$ cat src/rtl/ahb_dma_master.sv
// AHB-Lite single-transfer DMA initiator: copies a block of 32-bit words, one read then one write per word.
// Optional build macro AHB_DMA_DST_FIXED_EN adds I_dst_fixed to keep the destination address constant.
module ahb_dma_master #(
  parameter int LEN_W = 16
) (
  input  logic             I_ahb_clk,
  input  logic             I_rst_n,
  input  logic             I_start,
  input  logic [31:0]      I_src_addr,
  input  logic [31:0]      I_dst_addr,
  input  logic [LEN_W-1:0] I_len,
`ifdef AHB_DMA_DST_FIXED_EN
  input  logic             I_dst_fixed,
`endif
  output logic             O_busy,
  output logic             O_done,
  output logic             O_err,
  output logic [1:0]       O_ahb_htrans,
  output logic             O_ahb_hwrite,
  output logic [31:0]      O_ahb_haddr,
  output logic [2:0]       O_ahb_hsize,
  output logic [2:0]       O_ahb_hburst,
  output logic [3:0]       O_ahb_hprot,
  output logic             O_ahb_hmastlock,
  output logic [31:0]      O_ahb_hwdata,
  input  logic [31:0]      I_ahb_hrdata,
  input  logic [1:0]       I_ahb_hresp,
  input  logic             I_ahb_hready
);

  typedef enum logic [2:0] {
    S_IDLE    = 3'd0,
    S_RD_ADDR = 3'd1,
    S_RD_DATA = 3'd2,
    S_WR_ADDR = 3'd3,
    S_WR_DATA = 3'd4,
    S_FIN     = 3'd5
  } state_t;

  localparam logic [1:0]       HTRANS_IDLE   = 2'b00;
  localparam logic [1:0]       HTRANS_NONSEQ = 2'b10;
  localparam logic [LEN_W-1:0] LEN_ONE       = LEN_W'(1);
  localparam logic [LEN_W-1:0] LEN_ZERO      = '0;

  state_t           r_state;
  state_t           w_state_nxt;
  logic [29:0]      r_src;
  logic [29:0]      r_dst;
  logic [LEN_W-1:0] r_cnt;
  logic [31:0]      r_buf;
  logic             r_err;
  logic             w_resp_err;
  logic             w_last;
  logic             w_dst_fixed;
  logic             w_unused_bits;

  assign w_resp_err    = (I_ahb_hresp != 2'b00);
  assign w_last        = (r_cnt == LEN_ONE);
  assign w_unused_bits = ^{I_src_addr[1:0], I_dst_addr[1:0]};

`ifdef AHB_DMA_DST_FIXED_EN
  logic r_fixed;
  always_ff @(posedge I_ahb_clk or negedge I_rst_n) begin
    if (!I_rst_n) begin
      r_fixed <= 1'b0;
    end else if (r_state == S_IDLE && I_start) begin
      r_fixed <= I_dst_fixed;
    end
  end
  assign w_dst_fixed = r_fixed;
`else
  assign w_dst_fixed = 1'b0;
`endif

  always_ff @(posedge I_ahb_clk or negedge I_rst_n) begin
    if (!I_rst_n) begin
      r_state <= S_IDLE;
    end else begin
      r_state <= w_state_nxt;
    end
  end

  always_comb begin
    w_state_nxt = r_state;
    case (r_state)
      S_IDLE: begin
        if (I_start) begin
          w_state_nxt = (I_len != LEN_ZERO) ? S_RD_ADDR : S_FIN;
        end
      end
      S_RD_ADDR: begin
        if (I_ahb_hready) w_state_nxt = S_RD_DATA;
      end
      S_RD_DATA: begin
        if (w_resp_err)        w_state_nxt = S_FIN;
        else if (I_ahb_hready) w_state_nxt = S_WR_ADDR;
      end
      S_WR_ADDR: begin
        if (I_ahb_hready) w_state_nxt = S_WR_DATA;
      end
      S_WR_DATA: begin
        if (w_resp_err)        w_state_nxt = S_FIN;
        else if (I_ahb_hready) w_state_nxt = w_last ? S_FIN : S_RD_ADDR;
      end
      S_FIN:   w_state_nxt = S_IDLE;
      default: w_state_nxt = S_IDLE;
    endcase
  end

  // Block registers only change at start acceptance or at the end of a data phase.
  always_ff @(posedge I_ahb_clk or negedge I_rst_n) begin
    if (!I_rst_n) begin
      r_src <= '0;
      r_dst <= '0;
      r_cnt <= '0;
      r_buf <= '0;
      r_err <= 1'b0;
    end else begin
      case (r_state)
        S_IDLE: begin
          if (I_start) begin
            r_src <= I_src_addr[31:2];
            r_dst <= I_dst_addr[31:2];
            r_cnt <= I_len;
            r_err <= 1'b0;
          end
        end
        S_RD_DATA: begin
          if (w_resp_err)        r_err <= 1'b1;
          else if (I_ahb_hready) r_buf <= I_ahb_hrdata;
        end
        S_WR_DATA: begin
          if (w_resp_err) begin
            r_err <= 1'b1;
          end else if (I_ahb_hready) begin
            r_cnt <= r_cnt - LEN_ONE;
            r_src <= r_src + 30'd1;
            if (!w_dst_fixed) r_dst <= r_dst + 30'd1;
          end
        end
        default: begin
        end
      endcase
    end
  end

  // Bus outputs decode straight from state so an async reset clears them in the same cycle.
  always_comb begin
    O_ahb_htrans = HTRANS_IDLE;
    O_ahb_hwrite = 1'b0;
    O_ahb_haddr  = 32'h0;
    O_ahb_hwdata = 32'h0;
    case (r_state)
      S_RD_ADDR: begin
        O_ahb_htrans = HTRANS_NONSEQ;
        O_ahb_haddr  = {r_src, 2'b00};
      end
      S_WR_ADDR: begin
        O_ahb_htrans = HTRANS_NONSEQ;
        O_ahb_hwrite = 1'b1;
        O_ahb_haddr  = {r_dst, 2'b00};
      end
      S_WR_DATA: O_ahb_hwdata = r_buf;
      default: begin
      end
    endcase
  end

  assign O_busy          = (r_state != S_IDLE);
  assign O_done          = (r_state == S_FIN);
  assign O_err           = r_err;
  assign O_ahb_hsize     = 3'b010;
  assign O_ahb_hburst    = 3'b000;
  assign O_ahb_hprot     = 4'b0011;
  assign O_ahb_hmastlock = 1'b0;

endmodule

$ cat config.mk
export PLATFORM = sky130hd
export DESIGN_NAME = ahb_dma_master
export DESIGN_NICKNAME = d
export VERILOG_FILES = /design/src/rtl/ahb_dma_master.sv
export SDC_FILE = /design/constraint.sdc
export NUM_CORES = 1
export LEC_CHECK = 0
export ABC_AREA = 1
export BUFFER_PORTS_ARGS = -buffer_cell sky130_fd_sc_hd__clkbuf_2
export CAP_MARGIN = 10
export CORE_MARGIN = 5
export CORE_UTILIZATION = 50
export DETAILED_ROUTE_END_ITERATION = 7
export GPL_TIMING_DRIVEN = 0
export PLACE_DENSITY = 0.76
export RECOVER_POWER = 50
export SETUP_SLACK_MARGIN = 0.3
export SLEW_MARGIN = 20
export SYNTH_ARGS = -nofsm -noshare
export SYNTH_HDL_FRONTEND = slang
export SYNTH_SLANG_ARGS = --single-unit
$ cat constraint.sdc
create_clock -name I_ahb_clk -period 2 [get_ports I_ahb_clk]
set_input_delay 0.2 -clock I_ahb_clk [delete_from_list [all_inputs] [get_ports I_ahb_clk]]
set_output_delay 0.2 -clock I_ahb_clk [all_outputs]
set_load 0.02 [all_outputs]
=== Word level (Yosys, flattened, before mapping) ===
Cells that the tools add are included.

* Bits in registers: 112
* Input bits: 118
* Output and inout port bits: 81
* Word-level logic and storage cells: 65

* Add/sub/neg operators: 3
* Eq/ne operators: 14
* Muxes and demuxes: 29
* Bitwise gates (word level): 1
* Reductions and logical operators: 12

{| class="wikitable"
|+ Operators by type and width
! kind !! number
|-
| 30-bit two-way mux || 6
|-
| 30-bit case mux with 2 select lines || 2
|-
| 32-bit case mux with 2 select lines || 1
|-
| 30-bit by 1-bit adder with 30-bit output (second input constant) || 2
|-
| 16-bit two-way mux || 3
|-
| 32-bit two-way mux || 1
|-
| 16-bit case mux with 2 select lines || 1
|-
| 3-bit two-way mux || 9
|-
| 16-bit by 1-bit equality test with 1-bit output (second input constant) || 1
|-
| 16-bit nonzero test || 1
|-
| 16-bit by 1-bit subtractor with 16-bit output (second input constant) || 1
|-
| 3-bit case mux with 5 select lines || 1
|-
| 2-bit inequality test (second input constant) || 5
|-
| 3-bit by 2-bit equality test with 1-bit output (second input constant) || 2
|-
| 3-bit equality test (second input constant) || 2
|-
| 3-bit inequality test (second input constant) || 2
|-
| 3-bit AND reduction || 2
|-
| 2-bit nonzero test || 3
|-
| 5-bit AND reduction || 1
|-
| 4-bit AND reduction || 1
|-
| 2-bit OR reduction || 2
|-
| 3-bit by 1-bit equality test with 1-bit output (second input constant) || 1
|-
| 3-bit zero test || 1
|-
| 1-bit two-way mux || 3
|-
| other kinds (5) || 5
|}

=== Longest topological paths before layout ===
* Word-level depth: 5
* Gate-level depth with buffers: 12
* Gate-level depth less buffers: 11

=== Worst setup path before layout ===
OpenSTA, ideal clock, no wires.

* Path type: register to output
* From: register r_state[1]
* To: output port O_ahb_haddr[11]
* Data arrival time: 1.389 ns
* Path slack: 0.411 ns
* Stages on the path, launching flop included: 6
* Path buffers: 2
* Cell sequence: dfrtp_1 -> buf_4 -> nor3_1 -> inv_1 -> clkbuf_1 -> o22ai_1

* Longest elaborated chain between the ends: 2
* Elaborated cells on any way between the ends: 3
* Those cells by class: eq/ne: 2; mux: 1

{| class="wikitable"
|+ RTL lines
! item !! RTL line !! source
|-
| start: declaration || 45 || <nowiki>state_t r_state;</nowiki>
|-
| start signal: assignment || 79 || <nowiki>r_state <= w_state_nxt;</nowiki>
|-
| 3-bit by 2-bit equality test with 1-bit output / 3-bit by 1-bit equality test with 1-bit output (equally long branches) || 153 || <nowiki>case (r_state)</nowiki>
|-
| 32-bit case mux with 2 select lines (*) || 153 ||
|-
| end: declaration || 20 || <nowiki>output logic [31:0] O_ahb_haddr,</nowiki>
|}

Every way passes the cells marked *; elsewhere a longest branch is shown, timed or not.

=== Worst setup path after layout ===
* From: register r_state[1]
* To: register r_dst[4]

* Longest elaborated chain between the ends: 3
* Elaborated cells on any way between the ends: 8
* Those cells by class: eq/ne: 4; mux: 1; reduce/logical: 3

{| class="wikitable"
|+ RTL lines
! item !! RTL line !! source
|-
| 3-bit equality test / 3-bit zero test (equally long branches) || 119 || <nowiki>case (r_state)</nowiki>
|-
| 2-bit inequality test (no line) / 2-bit nonzero test (equally long branches) || - ||
|-
| 4-bit AND reduction (no line) || - ||
|-
| end signal: assignment || 123 || <nowiki>r_dst <= I_dst_addr[31:2];</nowiki>
|-
| end signal: assignment || 138 || <nowiki>if (!w_dst_fixed) r_dst <= r_dst + 30'd1;</nowiki>
|-
| end: declaration || 48 || <nowiki>logic [29:0] r_dst;</nowiki>
|}

Several ways; a longest one is shown, not always the timed one.
A chain may end at the register's enable or synchronous reset.

==> flow_metrics.env <==
export IMPL_pwr_share_clk_pct=10.0
export IMPL_min_period_ns=2.12
export IMPL_skew_ns=0.0152
export IMPL_numCtsBuffers=9
export IMPL_ys_warnings_count=0
export IMPL_rows=45
export IMPL_nets=1640
export IMPL_h_tree_depth=3
export IMPL_routed_wire_length_per_instance_microns=21.4
export IMPL_drv_cap=0
export IMPL_hold_violations=0
export IMPL_stdcell_count=1735
export IMPL_place_congestion=0.962
export IMPL_p_int_mw=9.54
export IMPL_die_y_microns=135
export IMPL_worst_slack_ns=-0.122
export IMPL_drc=34
export IMPL_holdCritPathClass="in -> reg"
export IMPL_overflow=0
export IMPL_cp_data_required_time_ns=2.24
export IMPL_dp_cells=1667
export IMPL_r2r_worst_path_cells=12
export IMPL_antenna_found_initial=1
export IMPL_path_class="reg -> reg"
export IMPL_cts_root_buf="clkbuf_16"
export IMPL_hold_depth=3
export IMPL_rsz0062_at_grt="true"
export IMPL_path_clk_slew_ns=0.09
export IMPL_vias=10400
export IMPL_vdd_drop_max_mv=0.947
export IMPL_synth_avg_cell_area_sq_um=6.21
export IMPL_max_freq_mhz=471
export IMPL_start_util_pct=51.2
export IMPL_synth_edf_count=0
export IMPL_yosysTopAreaCellShare_pct=35.8
export IMPL_period_share_pct=106
export IMPL_r2r_end="r_dst[4]"
export IMPL_dieArea_sq_um=18300
export IMPL_grt_start_max_net_pins=78
export IMPL_r2r_start="r_state[1]"
export IMPL_grt_pass1_wl_mm=47.5
export IMPL_hpwl_mm=21.5
export IMPL_design_core_area_sq_um=15300
export IMPL_power_frac_comb_pct=66.3
export IMPL_synth_seq_area_share_pct=35.8
export IMPL_worst_endpoint_arrival_ns=2.37
export IMPL_sequentialPowerShare_pct=23.7
export IMPL_drt_iter0_markers=1700
export IMPL_synth_top_cell_by_area="dfrtp_1"
export IMPL_ys_flop_type="dfrtp_1"
export IMPL_tightest_slew_ns=0.999
export IMPL_startpoint_type="flop"
export IMPL_ant_nets=0
export IMPL_synth_cells=1263
export IMPL_worstHoldEndpoint="r_buf[22]"
export IMPL_netlist_top_cells_area="dfrtp_1 36%, nand2_1 18%, nor2_1 14%"
export IMPL_yosys_register_bits=112
export IMPL_drv_slew=0
export IMPL_final_util_pct=77.4
export IMPL_relSlewSlack_pct=33.4
export IMPL_power_mw=19.4
export IMPL_area_delta_synth_final_pct=51.2
export IMPL_worstSetupEndpointType="flop"
export IMPL_clkSinkCount=112
export IMPL_io_buffers=180
export IMPL_synth_cell_types=34
export IMPL_status="finished, violations left"
export IMPL_p_sw_share_pct=50.7
export IMPL_reg2reg_slack_ns=-0.12
export IMPL_synthArstFlopShare_pct=100
export IMPL_cts_tree="yes"
export IMPL_grt_pass1_vias=9149
export IMPL_powerDensity_nw_per_um2=1630
export IMPL_wl_mm=37.2
export IMPL_switching_power_mw=9.82
export IMPL_clk_path_buf_depth=2
export IMPL_holdWs_ns=0.0532
export IMPL_final_setup_viol_count=33
export IMPL_worstPathMaxFanout=10
export IMPL_syn_area_sq_um=7840
export IMPL_drive_gt1_share_pct=27.3
export IMPL_drt_first_pass_iters=8
export IMPL_viasPerCell=6.02
export IMPL_pin_count=199
export IMPL_min_delay_start="I_ahb_hrdata[22]"
export IMPL_cellLeakagePower_nw=5.61
export IMPL_clock_latency_ns=0.39
export IMPL_fp_dieW_microns=135
export IMPL_groute_usage_overall_pct=33.2
export IMPL_failed_checks="design-rule violations, negative setup slack"
-- timing repair --
item	in CTS	in global routing
setup buffers	17	18
endpoints found under the setup margin	94	175
gates cloned	4	11
endpoints found under the hold margin	35	0
resized for setup	267	239
hold buffers	1	0
pin swaps	3	14
-- per-layer routing --
layer | vias to the layer above | share of wire, % | track usage [%]
met5 | - | 0 | 0
met4 | 0 | 8.2 | 12.7
met3 | 309 | 14 | 7.54
met2 | 982 | 44 | 54.2
met1 | 4703 | 34 | 43.1
li1 | 4450 | - | -
-- synth_stat cells (2+ instances only) --
library cell  instances
xnor2_1               2
buf_6                 2
buf_2                33
o211ai_1              4
nor2_4                6
a21oi_1              47
nand2_1             371
nor3_1                4
nand2_2               2
nor2_1              289
xor2_1               10
inv_2                 3
o21ai_0              58
conb_1                2
nand2_4               2
o31ai_1               3
nand4_1               7
clkbuf_1              8
dfrtp_1             112
nor2_2                3
buf_4                20
o22ai_1              29
a31oi_1               2
o21ai_1              21
ha_1                  4
or2_2                 2
nand3_1              83
inv_1               128
-- power groups by stage --
stage	combinational, mW	sequential, mW	clock (mW)
after global placement	7.14	4.42	0
final	12.8	4.60	1.93
after detailed placement	7.30	4.43	0
after CTS	9.24	4.42	1.90
after floorplan	5.08	4.14	0
after global routing	13.4	4.68	1.99
-- placed cells by master (no fill, tap or decap), types with 3 or more instances in the layout --
cell and count:
o22ai_2 3, buf_4 48, conb_1 14, o21ai_2 5, inv_8 3, o22ai_4 26
buf_2 5, o21ai_0 45, o211ai_1 4, o21ai_1 29, nand2_1 369, nand4_1 7
clkinv_8 3, buf_16 4, nor2_4 38, nor2_1 254, buf_6 25, a21oi_1 44
buf_8 57, nand2_8 3, dfrtp_1 108, buf_12 21, ha_1 3, nor2_2 6
xor2_1 10, clkbuf_16 19, dfrtp_2 4, clkbuf_2 117, inv_1 126, inv_6 4
nand3_1 82, a21oi_2 3
-- kinds of logic after synthesis --
logic type | after synthesis | share of synthesized area (%)
other | 2 | 0.0958
adders and majority gates | 4 | 0.639
xor gates and xnor gates | 12 | 1.34
DFF | 112 | 35.8
and+or+nand+nor | 771 | 39.7
buffers and inverters | 196 | 11.1
AOI/OAI and AO/OA | 166 | 11.4
-- how the worst max path moves through the flow --
| stage | startpoint | endpoint | slack (ns) | depth (start not counted) |
|---|---|---|---|---|
| 3_3_place_gp | I_rst_n | r_buf[5] | -1.02 | 1 |
| 4_1_cts | r_state[2] | O_ahb_haddr[5] | 0.06 | 5 |
| 6_report | r_state[1] | r_dst[4] | -0.12 | 12 |
| 2_1_floorplan | r_state[1] | O_ahb_haddr[11] | 0.41 | 5 |
| 5_1_grt | r_state[1] | r_dst[4] | -0.15 | 12 |
| 3_5_place_dp | r_state[1] | O_ahb_haddr[10] | -0.05 | 6 |
-- sequential cells by signal, indices dropped and copies added, names as in the netlist --
name / flops
r_dst: 30
r_cnt: 16
r_state: 3
r_src: 30
r_buf: 32
O_err: 1
-- through the flow --
step	cell area (sq um)	setup WS (ns)	setup TNS (ns)
detailed placement	9080	-0.0497	-0.158
CTS	10700	0.0560	0
global route	11900	-0.145	-3.16
finish	11900	-0.122	-0.795
global placement	9050	-1.02	-113.46
floorplan	7880	0.411	0
-- critical path: stages (launching register included) --
cell	delay, ns
dfrtp_1	0.40
buf_6	0.15
nor2_4	0.13
buf_4	0.13
buf_6	0.10
nand2_8	0.07
nor2_4	0.15
clkinv_4	0.14
nand2_8	0.16
clkinv_8	0.09
buf_12	0.15
o211ai_1	0.13
o21ai_1	0.14
-- layout make-up --
type / instances / area (sq um)
Multi-Input combinational cell: 968 / 4990
Timing Repair inverter: 1 / 8.76
Clock inverter: 7 / 72.6
Sequential cell: 112 / 2810
Tap cell: 211 / 264
Clock buffer: 9 / 225
Inverter: 133 / 539
Timing Repair Buffer: 230 / 2170
Fill cell: 1052 / 3460
Buffer: 63 / 773
Antenna cell: 1 / 2.50
Power figures use the tool's default switching activity.
